===== config.mk =====
export PLATFORM = sky130hd
export DESIGN_NAME = mem_port_arbiter
export DESIGN_NICKNAME = d
export VERILOG_FILES = /design/src/rtl/mem_port_arbiter.sv
export SDC_FILE = /design/constraint.sdc
export NUM_CORES = 1
export LEC_CHECK = 0
export ABC_AREA = 1
export BUFFER_PORTS_ARGS = -buffer_cell sky130_fd_sc_hd__buf_2
export CAP_MARGIN = 20
export CELL_PAD_IN_SITES_DETAIL_PLACEMENT = 0
export CELL_PAD_IN_SITES_GLOBAL_PLACEMENT = 2
export CORE_MARGIN = 2
export CORE_UTILIZATION = 25
export DETAILED_ROUTE_END_ITERATION = 10
export MAX_ROUTING_LAYER = met4
export PLACE_DENSITY_LB_ADDON = 0.15
export SLEW_MARGIN = 0
export SYNTH_ARGS = -nofsm -noshare
export SYNTH_HDL_FRONTEND = slang
export SYNTH_SLANG_ARGS = --single-unit
export TNS_END_PERCENT = 20

===== constraint.sdc =====
create_clock -name clk -period 2.3 [get_ports clk]
set_input_delay 0.46 -clock clk [delete_from_list [all_inputs] [get_ports clk]]
set_output_delay 0.46 -clock clk [all_outputs]
set_load 0.005 [all_outputs]

===== src/rtl/mem_port_arbiter.sv =====
// rtl/mem_port_arbiter.sv - fetch/load-store arbiter for one single-ported memory; ARB_STARVE_GUARD_EN enables the fetch starvation guard
module mem_port_arbiter #(
    parameter int ADDR_WIDTH   = 32,
    parameter int DATA_WIDTH   = 32,
    parameter int STARVE_LIMIT = 4
) (
    input  logic                  clk,
    input  logic                  rst,
    input  logic                  i_req,
    input  logic [ADDR_WIDTH-1:0] i_addr,
    output logic [DATA_WIDTH-1:0] i_rdata,
    output logic                  i_valid,
    input  logic                  d_req,
    input  logic                  d_we,
    input  logic [ADDR_WIDTH-1:0] d_addr,
    input  logic [DATA_WIDTH-1:0] d_wdata,
    output logic [DATA_WIDTH-1:0] d_rdata,
    output logic                  d_valid,
    output logic                  mem_req,
    output logic                  mem_we,
    output logic [ADDR_WIDTH-1:0] mem_addr,
    output logic [DATA_WIDTH-1:0] mem_wdata,
    input  logic                  mem_ack,
    input  logic [DATA_WIDTH-1:0] mem_rdata
);

    typedef enum logic [1:0] {
        IDLE,
        BUSY_I,
        BUSY_D,
        RESP
    } state_t;

    state_t state;
    logic   starve_hit;
    logic   grant_d;
    logic   grant_i;

`ifdef ARB_STARVE_GUARD_EN
    localparam int CNT_W = $clog2(STARVE_LIMIT + 1);

    logic [CNT_W-1:0] starve_cnt;

    assign starve_hit = (starve_cnt == CNT_W'(STARVE_LIMIT));

    // Counts data grants that overtook a waiting fetch; bounded by STARVE_LIMIT
    // because reaching the limit with both pending forces a fetch grant.
    always_ff @(posedge clk) begin
        if (!rst) begin
            starve_cnt <= '0;
        end else if (state == IDLE) begin
            if (grant_i) begin
                starve_cnt <= '0;
            end else if (grant_d) begin
                starve_cnt <= i_req ? starve_cnt + CNT_W'(1) : '0;
            end
        end
    end
`else
    assign starve_hit = 1'b0;
`endif

    always_comb begin
        grant_d = d_req && !(i_req && starve_hit);
        grant_i = i_req && !grant_d;
    end

    // Valid pulses are raised on the ack edge so they are visible while in RESP.
    always_ff @(posedge clk) begin
        if (!rst) begin
            state     <= IDLE;
            mem_req   <= 1'b0;
            mem_we    <= 1'b0;
            mem_addr  <= '0;
            mem_wdata <= '0;
            i_rdata   <= '0;
            d_rdata   <= '0;
            i_valid   <= 1'b0;
            d_valid   <= 1'b0;
        end else begin
            i_valid <= 1'b0;
            d_valid <= 1'b0;
            case (state)
                IDLE: begin
                    if (grant_d) begin
                        mem_req   <= 1'b1;
                        mem_we    <= d_we;
                        mem_addr  <= d_addr;
                        mem_wdata <= d_wdata;
                        state     <= BUSY_D;
                    end else if (grant_i) begin
                        mem_req  <= 1'b1;
                        mem_we   <= 1'b0;
                        mem_addr <= i_addr;
                        state    <= BUSY_I;
                    end
                end
                BUSY_I: begin
                    if (mem_ack) begin
                        i_rdata <= mem_rdata;
                        mem_req <= 1'b0;
                        i_valid <= 1'b1;
                        state   <= RESP;
                    end
                end
                BUSY_D: begin
                    if (mem_ack) begin
                        if (!mem_we) begin
                            d_rdata <= mem_rdata;
                        end
                        mem_req <= 1'b0;
                        d_valid <= 1'b1;
                        state   <= RESP;
                    end
                end
                RESP: begin
                    state <= IDLE;
                end
                default: begin
                    state <= IDLE;
                end
            endcase
        end
    end

endmodule


* Word-level counts from Yosys, hierarchy flattened
Index checks and enable logic that the tools add are counted.
Cells by class: bitwise logic cells 1, $mul 0, magnitude comparators 0, divide/modulo/power cells 0, reduce and logical (&&, ||, !) cells 14, muxes and demuxes 13, equality and inequality tests 5, add/subtract/negate cells 0, shift operators 0
Operators with widths (number):
- $mux 32 | 2
- $reduce_and 2->1 | 6
- $mux 1 | 6
- $mux 2 | 3
- $pmux 2 s3 | 1
- $reduce_and 3->1 | 2
- $eq 2x2->1 const B | 2
- $reduce_bool 2->1 | 2
- $ne 3x3->1 const B | 1
- $eq 2x1->1 const B | 1
- $logic_not 2->1 | 1
- $ne 2x1->1 const B | 1
- $pmux 1 s2 | 1
- $reduce_or 2->1 | 1
- $logic_and 1x1->1 | 1
- $logic_not 1->1 | 1
- $not 1->1 | 1
Storage, ports and cells: input bits 134, RAM bits 0, output and inout port bits 132, register bits after elaboration 134, memories kept 0, bits in read-only memories 0, latch bits 0

* Longest topological paths before layout
depth after elaboration 5, depth in mapped cells 8, mapped depth without buffers 7

* Worst setup path before layout
Ideal clock, no wire load.
path kind register to register, from register state[0], to register mem_wdata[11], arrival time 1.215 ns, path slack 1.020 ns, required time 2.236 ns, stages on the path, launching flop included 7, setup time 0.064 ns, clock period less this slack 1.280 ns, path through dfxtp_1 > inv_1 > ha_1 > nand2_4 > clkbuf_1 > o21ai_0 > nor2_1
Between the ends: cells in the longest elaborated chain, start to end 2
RTL lines:
- from (decl) | RTL line 34 | state_t state;
- from (signal assigned) | RTL line 71 | state <= IDLE;
- from (signal assigned) | RTL line 90 | state <= BUSY_D;
- from (signal assigned) | RTL line 95 | state <= BUSY_I;
- $logic_not 2->1 | RTL line 83 | case (state)
- $reduce_and 2->1 (no line)
- to (signal assigned) | RTL line 89 | mem_wdata <= d_wdata;
- to (decl) | RTL line 22 | output logic [DATA_WIDTH-1:0] mem_wdata,
No other way between the ends. A chain may end at the register's enable or synchronous reset.

* Worst setup path after layout
from register state[0], to register mem_addr[12]
Between the ends: cells in the longest elaborated chain, start to end 2
RTL lines:
- $logic_not 2->1 | RTL line 83
- $reduce_and 2->1 (no line)
- to (signal assigned) | RTL line 88 | mem_addr <= d_addr;
- to (signal assigned) | RTL line 94 | mem_addr <= i_addr;
- to (decl) | RTL line 21 | output logic [ADDR_WIDTH-1:0] mem_addr,
No other way between the ends.

==> metrics.txt <==
RSZ-0062 raised after global routing no; top post-synthesis cells by area dfxtp_1 (52%), nor2_1 (19%), o21ai_0 (11%); fin crit share between 60 and 70%; MaxCap Viol Count 0; synth warn 0; Pre-antenna DRT Iters 4; number of remaining DRC errors 0; crit-path cells inv_1 -> ha_1 -> o21ai_4 -> inv_2 -> nor2_1 -> nor2_1; outcome finished, final reports clean; Cell Rows 52; clock sinks between 100 and 150; CP top delay family buffers and inverters; crit path DAT approximately 1900 ps; vias in the first global route roughly 5200; PortBufs 265; die height roughly 150 um; post-synth top area share between 50 and 60%; number of library cell types mapped by synthesis 18; largest net degree at the start of global routing 51; DR WL/cell 14.3 um; clock tree root driver cell clkbuf_16; Post-DP HPWL 12400 um; antenna-violating nets left 0; die width roughly 150 um; WP depth 6; 1st-iter DRT viols slightly below 200; flop and latch count out of synthesis ~130; Setup crit start kind flop; Area after DPL ~6700 um^2; Multi-input gate area ~2200 um^2; Worst Max-Slew Pin Slew approximately 650 ps; setup slack after layout slightly above 700 ps; P&R area growth vs syn 42.7%; final hold slack about 280 ps; Worst-path clk slew about 60 ps; critical path class reg2reg; Tot GR Track Use around 17%; number of gates resized after CTS 0; Worst setup EP type flop; CTS tree yes; Tot Pwr about 9 mW; worst path required time between 2000 and 3000 ps; Setup-failing EPs final 0; nets@finish 1095; H-tree lvl count 4; Setup Fix Bufs, Post-CTS 0; Setup WS pre-CTS between 600 and 700 ps; GRT busiest layer met2; die area ~22000 um^2; synthesized instance count between 700 and 800; CP max stage delay between 400 and 500 ps; post-DR vias/cell ~4.2; area leader, netlist dfxtp_1; cts hold-fix bufs 0; grt ovf 0; met2 GRT Util 26.5%; sequential fraction of the synthesis area between 50% and 60%; Hold Path Stages 3; post-synth net total about 850; Mapped Area slightly above 5000 um^2; Crit path top cell by count nor2_1; Sequential Area 2680 um^2; global-route wire length before repair 28100 um; final core utilization about 36%; crit path max fanout 32; clock skew around 11 ps; core area between 20000 and 25000 um^2; fmax roughly 640 MHz; clock period minus worst slack ~1600 ps; largest vdd supply drop 481 uV; final-report max-slew violation count 0; Starting Density 25.5%; syn avg cell area 7.27 um^2; Filler Cell Count 2237; layout cells sized above 1 32.2%; vias post-DR 5170; Routed WL around 18000 um; met1 usage a little over a fifth; Final Hold Vio Count 0; worst reg2reg path depth 6; Pleak 3.78 nW; Final Cell Area roughly 7300 um^2; Final Wtd Congestion ~0.72; slowest CP cell inv_2; clock buffer depth 2; Final Non-Filler Cells 1240; clock latency on the worst-skew pair about 410 ps; Setup TNS 0 ps; ratio of total power to cell area approximately 1200 nW/um^2; Hold Crit Class in2reg; met3 Usage GRT 5.71%; initial antenna violation count 1; Top Ports roughly 270; max_slew headroom a little under three fifths; placed cells around 1200; CP bufs+invs 2; CTS Buf Count 17
==> layout by cell type, fill, tap and decap left out, drive strengths merged, types with 2 or more instances in the layout <==
cell and n:
buf 275, clkinv 2, nand2 111, inv 17, nor2 265, clkbuf 19, bufinv 5, ha 5
clkinvlp 2, dfxtp 134, o21ai 131
==> kinds of logic after synthesis <==
logic type	Yosys count	share of synthesized area [%]
and+or+nand+nor	378	27.9
DFF	134	52.2
AOI/OAI and AO/OA	132	13.1
buffers and inverters	58	5.60
adders and majority gates	5	1.22
==> worst register-to-register path: stages (launching register included) <==
cell	delay, ps
dfxtp_1	320
inv_1	120
ha_1	300
o21ai_4	90
inv_2	450
nor2_1	110
nor2_1	110
==> worst paths after layout <==
kind                               end  slack [ps]                startpoint
max          mem_addr[12]$_SDFFE_PN0P_         730     state[0]$_SDFFE_PN0P_
min            d_rdata[4]$_SDFFE_PN0P_         280              mem_rdata[4]
max reg2reg  mem_addr[12]$_SDFFE_PN0P_         730     state[0]$_SDFFE_PN0P_
min reg2reg   i_rdata[22]$_SDFFE_PN0P_         480  i_rdata[22]$_SDFFE_PN0P_
==> where the power goes <==
part / total (mW) / switching [mW] / internal [mW]
registers: 3.22 / 0.280 / 2.94
logic: 2.66 / 1.61 / 1.04
clock network: 3.03 / 1.09 / 1.95
total: 8.91 / 2.98 / 5.93
==> final cells by class <==
cell class	count	area share [%]
flip-flops and latches	134	36.6
clock inverters	13	3.00
repair buffers	275	19.7
clock buffers	19	5.90
multi-input cells	515	29.6
inverters	13	0.665
well taps	270	4.61
diodes	1	0.0341
==> routing by layer <==
layer	routed length [um]	up-vias
li1	-	2727
met1	8210	2252
met2	7900	179
met3	1420	12
met4	174	0
met5	0	-
==> sequential cells by signal, indices dropped and copies added, names as in the netlist <==
register,cells
d_valid,1
d_rdata,32
i_valid,1
mem_req,1
mem_we,1
state,2
mem_addr,32
i_rdata,32
mem_wdata,32
==> cell usage after synthesis (all sizes together) <==
cell / instances
dfxtp: 134
nor2: 265
clkbuf: 13
nand4: 1
inv: 13
buf: 32
nand2: 111
ha: 5
nand3: 1
o21ai: 131
a21oi: 1
Power figures use the tool's default switching activity.
